`config.mk`:
```
export PLATFORM = sky130hd
export DESIGN_NAME = coin_acceptor_flat
export DESIGN_NICKNAME = d
export VERILOG_FILES = /design/src/rtl/coin_acceptor_pkg.sv /design/src/rtl/coin_acceptor_if.sv /design/src/rtl/coin_acceptor_sync2.sv /design/src/rtl/coin_acceptor.sv /design/src/flat_wrapper.sv
export SDC_FILE = /design/constraint.sdc
export NUM_CORES = 1
export LEC_CHECK = 0
export BUFFER_PORTS_ARGS = -buffer_cell sky130_fd_sc_hd__buf_2
export CAP_MARGIN = 10
export CORE_MARGIN = 3
export CORE_UTILIZATION = 65
export CTS_BUF_LIST = sky130_fd_sc_hd__clkbuf_2
export CTS_CLUSTER_SIZE = 14
export DETAILED_ROUTE_END_ITERATION = 10
export GPL_TIMING_DRIVEN = 0
export PLACE_DENSITY = 0.83
export SYNTH_ARGS = -nofsm -noshare
export SYNTH_HDL_FRONTEND = slang
export SYNTH_SLANG_ARGS = --single-unit
```
`constraint.sdc`:
```
create_clock -name clk -period 5.6 [get_ports clk]
set_input_delay 0 -clock clk [delete_from_list [all_inputs] [get_ports clk]]
set_output_delay 0 -clock clk [all_outputs]
set_load 0.05 [all_outputs]
```
`src/rtl/coin_acceptor_pkg.sv`:
```
// rtl/coin_acceptor_pkg.sv - shared coin codes and acceptor state encoding
package coin_acceptor_pkg;

    typedef logic [1:0] coin_t;

    localparam coin_t COIN_NONE = 2'b00;
    localparam coin_t COIN_5    = 2'b01;
    localparam coin_t COIN_10   = 2'b10;

    typedef enum logic [2:0] {
        ST_IDLE    = 3'd0,
        ST_QUAL    = 3'd1,
        ST_EMIT    = 3'd2,
        ST_REJECT  = 3'd3,
        ST_RELEASE = 3'd4
    } acc_state_t;

endpackage

```
`src/rtl/coin_acceptor_if.sv`:
```
// rtl/coin_acceptor_if.sv - sensor/inhibit inputs and coin/reject/fault outputs
// master: sensor side (drives raw sensors and inhibit, observes results)
// slave:  the acceptor (samples sensors and inhibit, drives coin/reject/fault)
interface coin_acceptor_if;
    import coin_acceptor_pkg::*;

    logic  coin5_raw;
    logic  coin10_raw;
    logic  inhibit;
    coin_t coin;
    logic  reject;
    logic  fault;

    modport master (
        output coin5_raw, coin10_raw, inhibit,
        input  coin, reject, fault
    );

    modport slave (
        input  coin5_raw, coin10_raw, inhibit,
        output coin, reject, fault
    );
endinterface

```
`src/rtl/coin_acceptor_sync2.sv`:
```
// rtl/coin_acceptor_sync2.sv - two-flop synchroniser with async active-high reset
// Ports: clk, rst (async, active-high), d (asynchronous input), q (synchronised)
module coin_acceptor_sync2 (
    input  logic clk,
    input  logic rst,
    input  logic d,
    output logic q
);
    logic meta_q, meta_d;
    logic sync_q, sync_d;

    always_comb begin
        meta_d = d;
        sync_d = meta_q;
    end

    always_ff @(posedge clk or posedge rst) begin
        if (rst) begin
            meta_q <= 1'b0;
            sync_q <= 1'b0;
        end else begin
            meta_q <= meta_d;
            sync_q <= sync_d;
        end
    end

    assign q = sync_q;
endmodule

```
`src/rtl/coin_acceptor.sv`:
```
// rtl/coin_acceptor.sv - debounced coin sensor front end with reject and stuck detection
// Ports: clk, rst (async, active-high), bus (slave modport):
//   coin5_raw/coin10_raw raw sensors, inhibit, coin (1-cycle code),
//   reject (1-cycle gate pulse), fault (sticky stuck-sensor flag)
module coin_acceptor
    import coin_acceptor_pkg::*;
#(
    parameter int DEBOUNCE_CYCLES = 16,
    parameter int STUCK_CYCLES    = 4096
) (
    input  logic            clk,
    input  logic            rst,
    coin_acceptor_if.slave  bus
);
    localparam int CW = $clog2(STUCK_CYCLES + 1);
    localparam logic [CW-1:0] ONE       = CW'(1);
    localparam logic [CW-1:0] DEB_QUAL  = CW'(DEBOUNCE_CYCLES);
    localparam logic [CW-1:0] DEB_REL   = CW'(DEBOUNCE_CYCLES - 1);
    localparam logic [CW-1:0] STUCK_MAX = CW'(STUCK_CYCLES);

    logic s5, s10;

    coin_acceptor_sync2 u_sync5 (
        .clk (clk),
        .rst (rst),
        .d   (bus.coin5_raw),
        .q   (s5)
    );

    coin_acceptor_sync2 u_sync10 (
        .clk (clk),
        .rst (rst),
        .d   (bus.coin10_raw),
        .q   (s10)
    );

    acc_state_t    state_q, state_d;
    logic [CW-1:0] cnt_q, cnt_d;
    logic [CW-1:0] stuck_q, stuck_d;
    coin_t         type_q, type_d;
    coin_t         coin_q, coin_d;
    logic          reject_q, reject_d;
    logic          fault_q, fault_d;

    // Sensor that started the current coin versus the other one.
    logic latched_hi, other_hi;
    assign latched_hi = (type_q == COIN_5) ? s5  : s10;
    assign other_hi   = (type_q == COIN_5) ? s10 : s5;

    always_comb begin
        state_d  = state_q;
        cnt_d    = cnt_q;
        stuck_d  = stuck_q;
        type_d   = type_q;
        coin_d   = COIN_NONE;
        reject_d = 1'b0;
        fault_d  = fault_q;

        unique case (state_q)
            ST_IDLE: begin
                if (s5 && s10) begin
                    state_d = ST_REJECT;
                end else if (s5 || s10) begin
                    state_d = ST_QUAL;
                    type_d  = s5 ? COIN_5 : COIN_10;
                    cnt_d   = ONE;
                end
            end
            ST_QUAL: begin
                // A second sensor means two coins or a jam: reject wins over qualifying.
                if (other_hi) begin
                    state_d = ST_REJECT;
                end else if (!latched_hi) begin
                    state_d = ST_IDLE;
                end else if (cnt_q == DEB_QUAL) begin
                    state_d = ST_EMIT;
                end else if (cnt_q != STUCK_MAX) begin
                    cnt_d = cnt_q + ONE;
                end
            end
            ST_EMIT: begin
                if (bus.inhibit) begin
                    reject_d = 1'b1;
                end else begin
                    coin_d = type_q;
                end
                state_d = ST_RELEASE;
                cnt_d   = '0;
                stuck_d = '0;
            end
            ST_REJECT: begin
                reject_d = 1'b1;
                state_d  = ST_RELEASE;
                cnt_d    = '0;
                stuck_d  = '0;
            end
            ST_RELEASE: begin
                if (s5 || s10) begin
                    // Release debounce restarts; stuck time accumulates and saturates.
                    cnt_d = '0;
                    if (stuck_q != STUCK_MAX) begin
                        stuck_d = stuck_q + ONE;
                    end
                    if (stuck_d == STUCK_MAX) begin
                        fault_d = 1'b1;
                    end
                end else if (cnt_q == DEB_REL) begin
                    state_d = ST_IDLE;
                end else if (cnt_q != STUCK_MAX) begin
                    cnt_d = cnt_q + ONE;
                end
            end
            default: begin
                state_d = ST_IDLE;
            end
        endcase
    end

    always_ff @(posedge clk or posedge rst) begin
        if (rst) begin
            state_q  <= ST_IDLE;
            cnt_q    <= '0;
            stuck_q  <= '0;
            type_q   <= COIN_5;
            coin_q   <= COIN_NONE;
            reject_q <= 1'b0;
            fault_q  <= 1'b0;
        end else begin
            state_q  <= state_d;
            cnt_q    <= cnt_d;
            stuck_q  <= stuck_d;
            type_q   <= type_d;
            coin_q   <= coin_d;
            reject_q <= reject_d;
            fault_q  <= fault_d;
        end
    end

    assign bus.coin   = coin_q;
    assign bus.reject = reject_q;
    assign bus.fault  = fault_q;
endmodule

```
`src/flat_wrapper.sv`:
```
// flat-port wrapper written by rule: the top's interface ports become plain ports
module coin_acceptor_flat import coin_acceptor_pkg::*;
#(
    parameter int DEBOUNCE_CYCLES = 16,
    parameter int STUCK_CYCLES    = 4096
)
  (clk, rst, bus_coin5_raw, bus_coin10_raw, bus_inhibit, bus_coin, bus_reject, bus_fault);
  coin_acceptor_if bus_i ();
  input  logic clk;
  input  logic rst;
  input wire logic [$bits(bus_i.coin5_raw)-1:0] bus_coin5_raw;
  input wire logic [$bits(bus_i.coin10_raw)-1:0] bus_coin10_raw;
  input wire logic [$bits(bus_i.inhibit)-1:0] bus_inhibit;
  output wire logic [$bits(bus_i.coin)-1:0] bus_coin;
  output wire logic [$bits(bus_i.reject)-1:0] bus_reject;
  output wire logic [$bits(bus_i.fault)-1:0] bus_fault;
  assign bus_i.coin5_raw = bus_coin5_raw;
  assign bus_i.coin10_raw = bus_coin10_raw;
  assign bus_i.inhibit = bus_inhibit;
  assign bus_coin = bus_i.coin;
  assign bus_reject = bus_i.reject;
  assign bus_fault = bus_i.fault;
  coin_acceptor #(.DEBOUNCE_CYCLES(DEBOUNCE_CYCLES), .STUCK_CYCLES(STUCK_CYCLES)) u_core (.clk(clk), .rst(rst), .bus(bus_i));
endmodule
```
# After elaboration in Yosys (flattened, before gate mapping)
# Index checks and enable logic that the tools add are counted.
# W data, S select, Z words.
# totals
reg_bits,39
inputBits,5
out_inout_bits,4
# classes
add_sub_neg,2
eq_ne,21
mux,29
bitwise_logic,1
n_reduce_logical,11
# op_table
op,count
$mux W13,12
$pmux W13 S4,1
$add A13 B1 Y13 const B,2
$ne A13 B13 Y1 const B,2
$pmux W13 S2,1
$mux W3,7
$eq A13 B13 Y1 const B,1
$eq A13 B4 Y1 const B,1
$eq A13 B5 Y1 const B,1
$pmux W3 S4,1
$ne A2 B1 Y1 const B,4
$ne A2 B2 Y1 const B,4
$reduce_and A7 Y1,1
$eq A3 B2 Y1 const B,2
$mux W2,3
$reduce_and A3 Y1,2
$ne A4 B4 Y1 const B,1
$reduce_and A4 Y1,1
$reduce_bool A4 Y1,1
$eq A3 B1 Y1 const B,1
$eq A3 B3 Y1 const B,1
$logic_not A3 Y1,1
$mux W1,3
$ne A3 B1 Y1 const B,1
9 further kinds,9

# Logic depth before layout (Yosys ltp)
# depth
word_depth,6
ltp_mapped,9
mapped_depth_nobuf,7

# By module
# From an unflattened synthesis, not the netlist that was laid out.
# hier_totals
cells_unflattened,273
area_unflattened_um2,2414.8
# modules_own_cells
module,instances,cells_each,area_each_um2
coin_acceptor,1,267,2307.2
coin_acceptor_sync2,2,3,53.8

# Worst setup path after synthesis
# Ideal clock, no wire load.
# synth_timing
path_kind,flip-flop to flip-flop
startpoint,register u_core.cnt_q[0]
endpoint,register u_core.cnt_q[11]
setup_ps,127
arrival_ps,1847
required_ps,5473
setup_slack_ps,3625
path_stages_with_launch,9
period_less_slack_ps,1975
path_cell_list,dfrtp_1 inv_1 ha_1 nor3b_1 and4_1 buf_6 o31ai_4 nand4_1 mux2_1
# synth_between
elab_chain_cells,6
word_cells_on_any_way,14
cone_classes,add/sub (1); eq/ne (5); mux (7); reduce/logical (1)
# synth_rtl
item,line_no,text
from (decl),coin_acceptor.sv:38,"logic [CW-1:0] cnt_q, cnt_d;"
from (signal assigned),coin_acceptor.sv:130,cnt_q <= cnt_d;
$add A13 B1 Y13 / $ne A13 B13 Y1 (equally long branches),n/a,
$mux W13,"coin_acceptor.sv:77, coin_acceptor.sv:109",
$mux W13,coin_acceptor.sv:75,end else if (cnt_q == DEB_QUAL) begin
$mux W13,coin_acceptor.sv:73,end else if (!latched_hi) begin
$mux W13,coin_acceptor.sv:71,if (other_hi) begin
$pmux W13 S4,coin_acceptor.sv:59,unique case (state_q)
# Several ways; a longest one is shown, not always the timed one. The select of a mux whose other input is x is not followed.
# A chain may end at the register's enable or synchronous reset.

# Worst setup path after layout
# Ends and elaborated chain as after synthesis.

==> summary.md <==
| Metric | Value |
|---|---|
| Status | complete, no violations |
| Vias per cell | 6.20 |
| Synth Flop Type | dfrtp_1 |
| Layout area overhead | 7.22% |
| Slew of the pin with the lowest slew margin | 0.806 ns |
| PnR worst setup slack | 3.35 ns |
| Min-delay worst type | input pin to flip-flop |
| Num CTS Buffers | 5 |
| Max-slew headroom | 0.462 |
| Hold path startpoint | bus_coin10_raw |
| Syn Inst Count | 279 |
| Syn Nets | 288 |
| GRT Total Usage | 0.253 |
| GR Util met3 | 0.0632 |
| RSZ-0062 raised after global routing | no |
| TritonCTS clock tree | done |
| Post-synth top area cell | dfrtp_1 |
| Row count | 21 |
| Worst r2r path cells | 8 |
| Max FO, Critical Path | 10 |
| Io pins | 9 |
| 1st-iter DRT viols | 168 |
| Pre-CTS WS | 3.37 ns |
| Final Cell Area | 2640 sq um |
| Setup TNS | 0 ns |
| Max Buffers Root-to-Sink | 2 |
| DRC Markers | 0 |
| Max Slew Vio Count | 0 |
| Critical path launch point type | flip-flop |
| Root buffer cell | clkbuf_2 |
| Avg WL per Cell | 14.9 um |
| Critical path class | flip-flop to flip-flop |
| Async set-reset flop share out of synthesis | 1.00 |
| Drt pass-1 iters | 4 |
| Area after DPL | 2560 sq um |
| Core ar. | 3490 sq um |
| Library cells used by synthesis | 57 |
| Power density cells | 379 nW/um^2 |
| Largest net degree at the start of global routing | 40 |
| Die Area | 4560 sq um |
| Antenna diodes | 0 |
| Max Freq | 0.444 GHz |
| Final ANT Viol Nets | 0 |
| Worst Hold Endpoint | u_core.u_sync10.meta_q |
| Met2 Use GR | 0.424 |
| Fin. Hold Viols | 0 |
| Reg2reg end | u_core.cnt_q[11] |
| Number of global-route vias before repair | 1925 |
| Port bufs | 8 |
| Max VDD drop | 247 uV |
| Worst setup EP type | flip-flop |
| Met1 Use GR | 0.318 |
| Clk pin slew, worst setup/hold paths | 0.20 ns |
| Setup-failing EPs final | 0 |
| Commonest non-fill, non-tap cell in the layout | dfrtp_1 |
| Finished Layout Cells | 345 |
| Worst Hold Path Cells | 2 |
| Clock skew | 0.0267 ns |
| Htree depth | 2 |
| Synth top area cells | dfrtp_1, o21ai_0, nand2_1 |
| Fin crit share | 0.402 |
| GPL Wtd Cong | 0.886 |
| Via count | 2140 |
| DP HPWL | 3.51 mm |
| Reg2reg start | u_core.cnt_q[0] |
| Synth Warn # | 0 |
| Number of flops mapped to enable cells by yosys | 0 |
| Leakage | 1.15 nW |
| Worst path required time | 5.89 ns |
| Min Clock Period, post-route | 2.25 ns |
| Die height | 67.5 um |
| CP arrival | 2.54 ns |
| Clock sinks | 39 |
| Reg-to-reg setup timing slack | 3.35 ns |
| Worst skew pair latency | 0.40 ns |
| Drt total wl | 5.13 mm |
| Die width | 67.5 um |
| Mean post-synth cell area | 8.82 sq um |
| Synth top area share | 0.386 |
| Seq/Total Area, Yosys | 0.397 |
| Placed insts | 333 |
| Remaining Overflow, GRT | 0 |
| Flop and latch count out of synthesis | 39 |
| Most frequent cells in the layout | dfrtp_1, nand2_1, nor2_1, o21ai_0, nand3_1 |
| Global-route wire length before repair | 8.76 mm |
| Max Cap Violations | 0 |
| Cell area after synthesis | 2460 sq um |
| Gr busiest metal | met2 |
| Final nets | 307 |
| Post-CTS Setup Inserts | 0 |
| Layout cells sized above 1 | 0.130 |
| Fill cells | 274 |
| Initial core utilization | 0.704 |
| Initial antenna violation count | 0 |
| Total power | 1.00 mW |
[per-stage QoR]
step | utilization | hold slack [ns]
finish | 0.755 | 0.254
global route | 0.755 | 0.234
CTS | 0.755 | 0.218
detailed placement | 0.732 | 0.110
global placement | 0.732 | 0.108
floorplan | - | 0.0314
[power breakdown]
group,leakage (nW),internal (mW),switching (mW)
Clock,0.0325,0.0287,0.0977
Combinational,0.597,0.194,0.318
Sequential,0.523,0.322,0.0395
[per-layer routing]
metal | wire [um] | share of wire
met1 | 2270 | 0.44
met5 | 0 | 0
met3 | 198 | 0.039
met4 | 63 | 0.012
met2 | 2590 | 0.51
[final cells by class]
cell class	instances	area, sq um	area share
Clock buffer	5	25.0	0.00948
Inverter	9	33.8	0.0128
Multi-Input combinational cell	214	1360	0.517
Buffer	17	86.3	0.0327
Sequential cell	39	977	0.370
Timing Repair Buffer	12	80.1	0.0303
Clock inverter	3	15.0	0.00569
Tap cell	46	57.6	0.0218
[worst max-delay path: stages, from the launching register on]
cell     delay (ns)
dfrtp_1        0.43
inv_1          0.07
ha_1           0.19
nor3b_1        0.15
and4_1         0.21
buf_6          0.13
o31ai_4        0.45
nand4_1        0.17
mux2_1         0.34
[synth_stat cells (all sizes together), types with 3 or more instances]
cell type and number:
a21oi 10, a31oi 6, a32o 6, a41o 4
and3 8, and4 3, buf 7, clkbuf 10
dfrtp 38, ha 4, inv 9, mux2i 4
nand2 29, nand2b 5, nand3 14, nand4 8
nor2 23, nor2b 5, nor3 6, nor3b 3
nor4 7, o211ai 6, o21a 4, o21ai 23
o31ai 4, xnor2 3, xor2 4
[kinds of logic (layout without fill, tap and decap cells)]
logic type | Yosys count | in the layout | synth area share
adder cells (fa/ha/maj) | 4 | 4 | 0.0203
XOR/XNOR | 7 | 7 | 0.0249
multiplexers | 5 | 5 | 0.0208
AND/OR/NAND/NOR | 121 | 121 | 0.263
flip-flops | 39 | 39 | 0.397
buffers and inverters | 26 | 46 | 0.0488
AO/OA/AOI/OAI | 77 | 77 | 0.225
[worst max-delay path by stage]
| stage | from | end |
|---|---|---|
| detailed placement | u_core.cnt_q[0] | u_core.cnt_q[11] |
| finish | u_core.cnt_q[0] | u_core.cnt_q[11] |
| CTS | u_core.cnt_q[0] | u_core.cnt_q[11] |
| global route | u_core.cnt_q[0] | u_core.cnt_q[11] |
| floorplan | u_core.cnt_q[0] | u_core.cnt_q[11] |
| global placement | u_core.cnt_q[0] | u_core.cnt_q[11] |
[registers in the layout, indices dropped and copies added (netlist names)]
signal	cells
u_core.bus.coin	2
u_core.type_q	2
u_core.cnt_q	13
u_core.bus.reject	1
u_core.bus.fault	1
u_core.state_q	3
u_core.u_sync5.q	1
u_core.u_sync10.meta_q	1
u_core.u_sync5.meta_q	1
u_core.stuck_q	13
u_core.u_sync10.q	1
[what timing repair did]
item                      4_1_cts  5_1_grt
hold endpoints to repair       43        0
gates resized for setup         0        0
hold buffers                    4        0
Note: power is estimated with default switching activity, not from simulation.
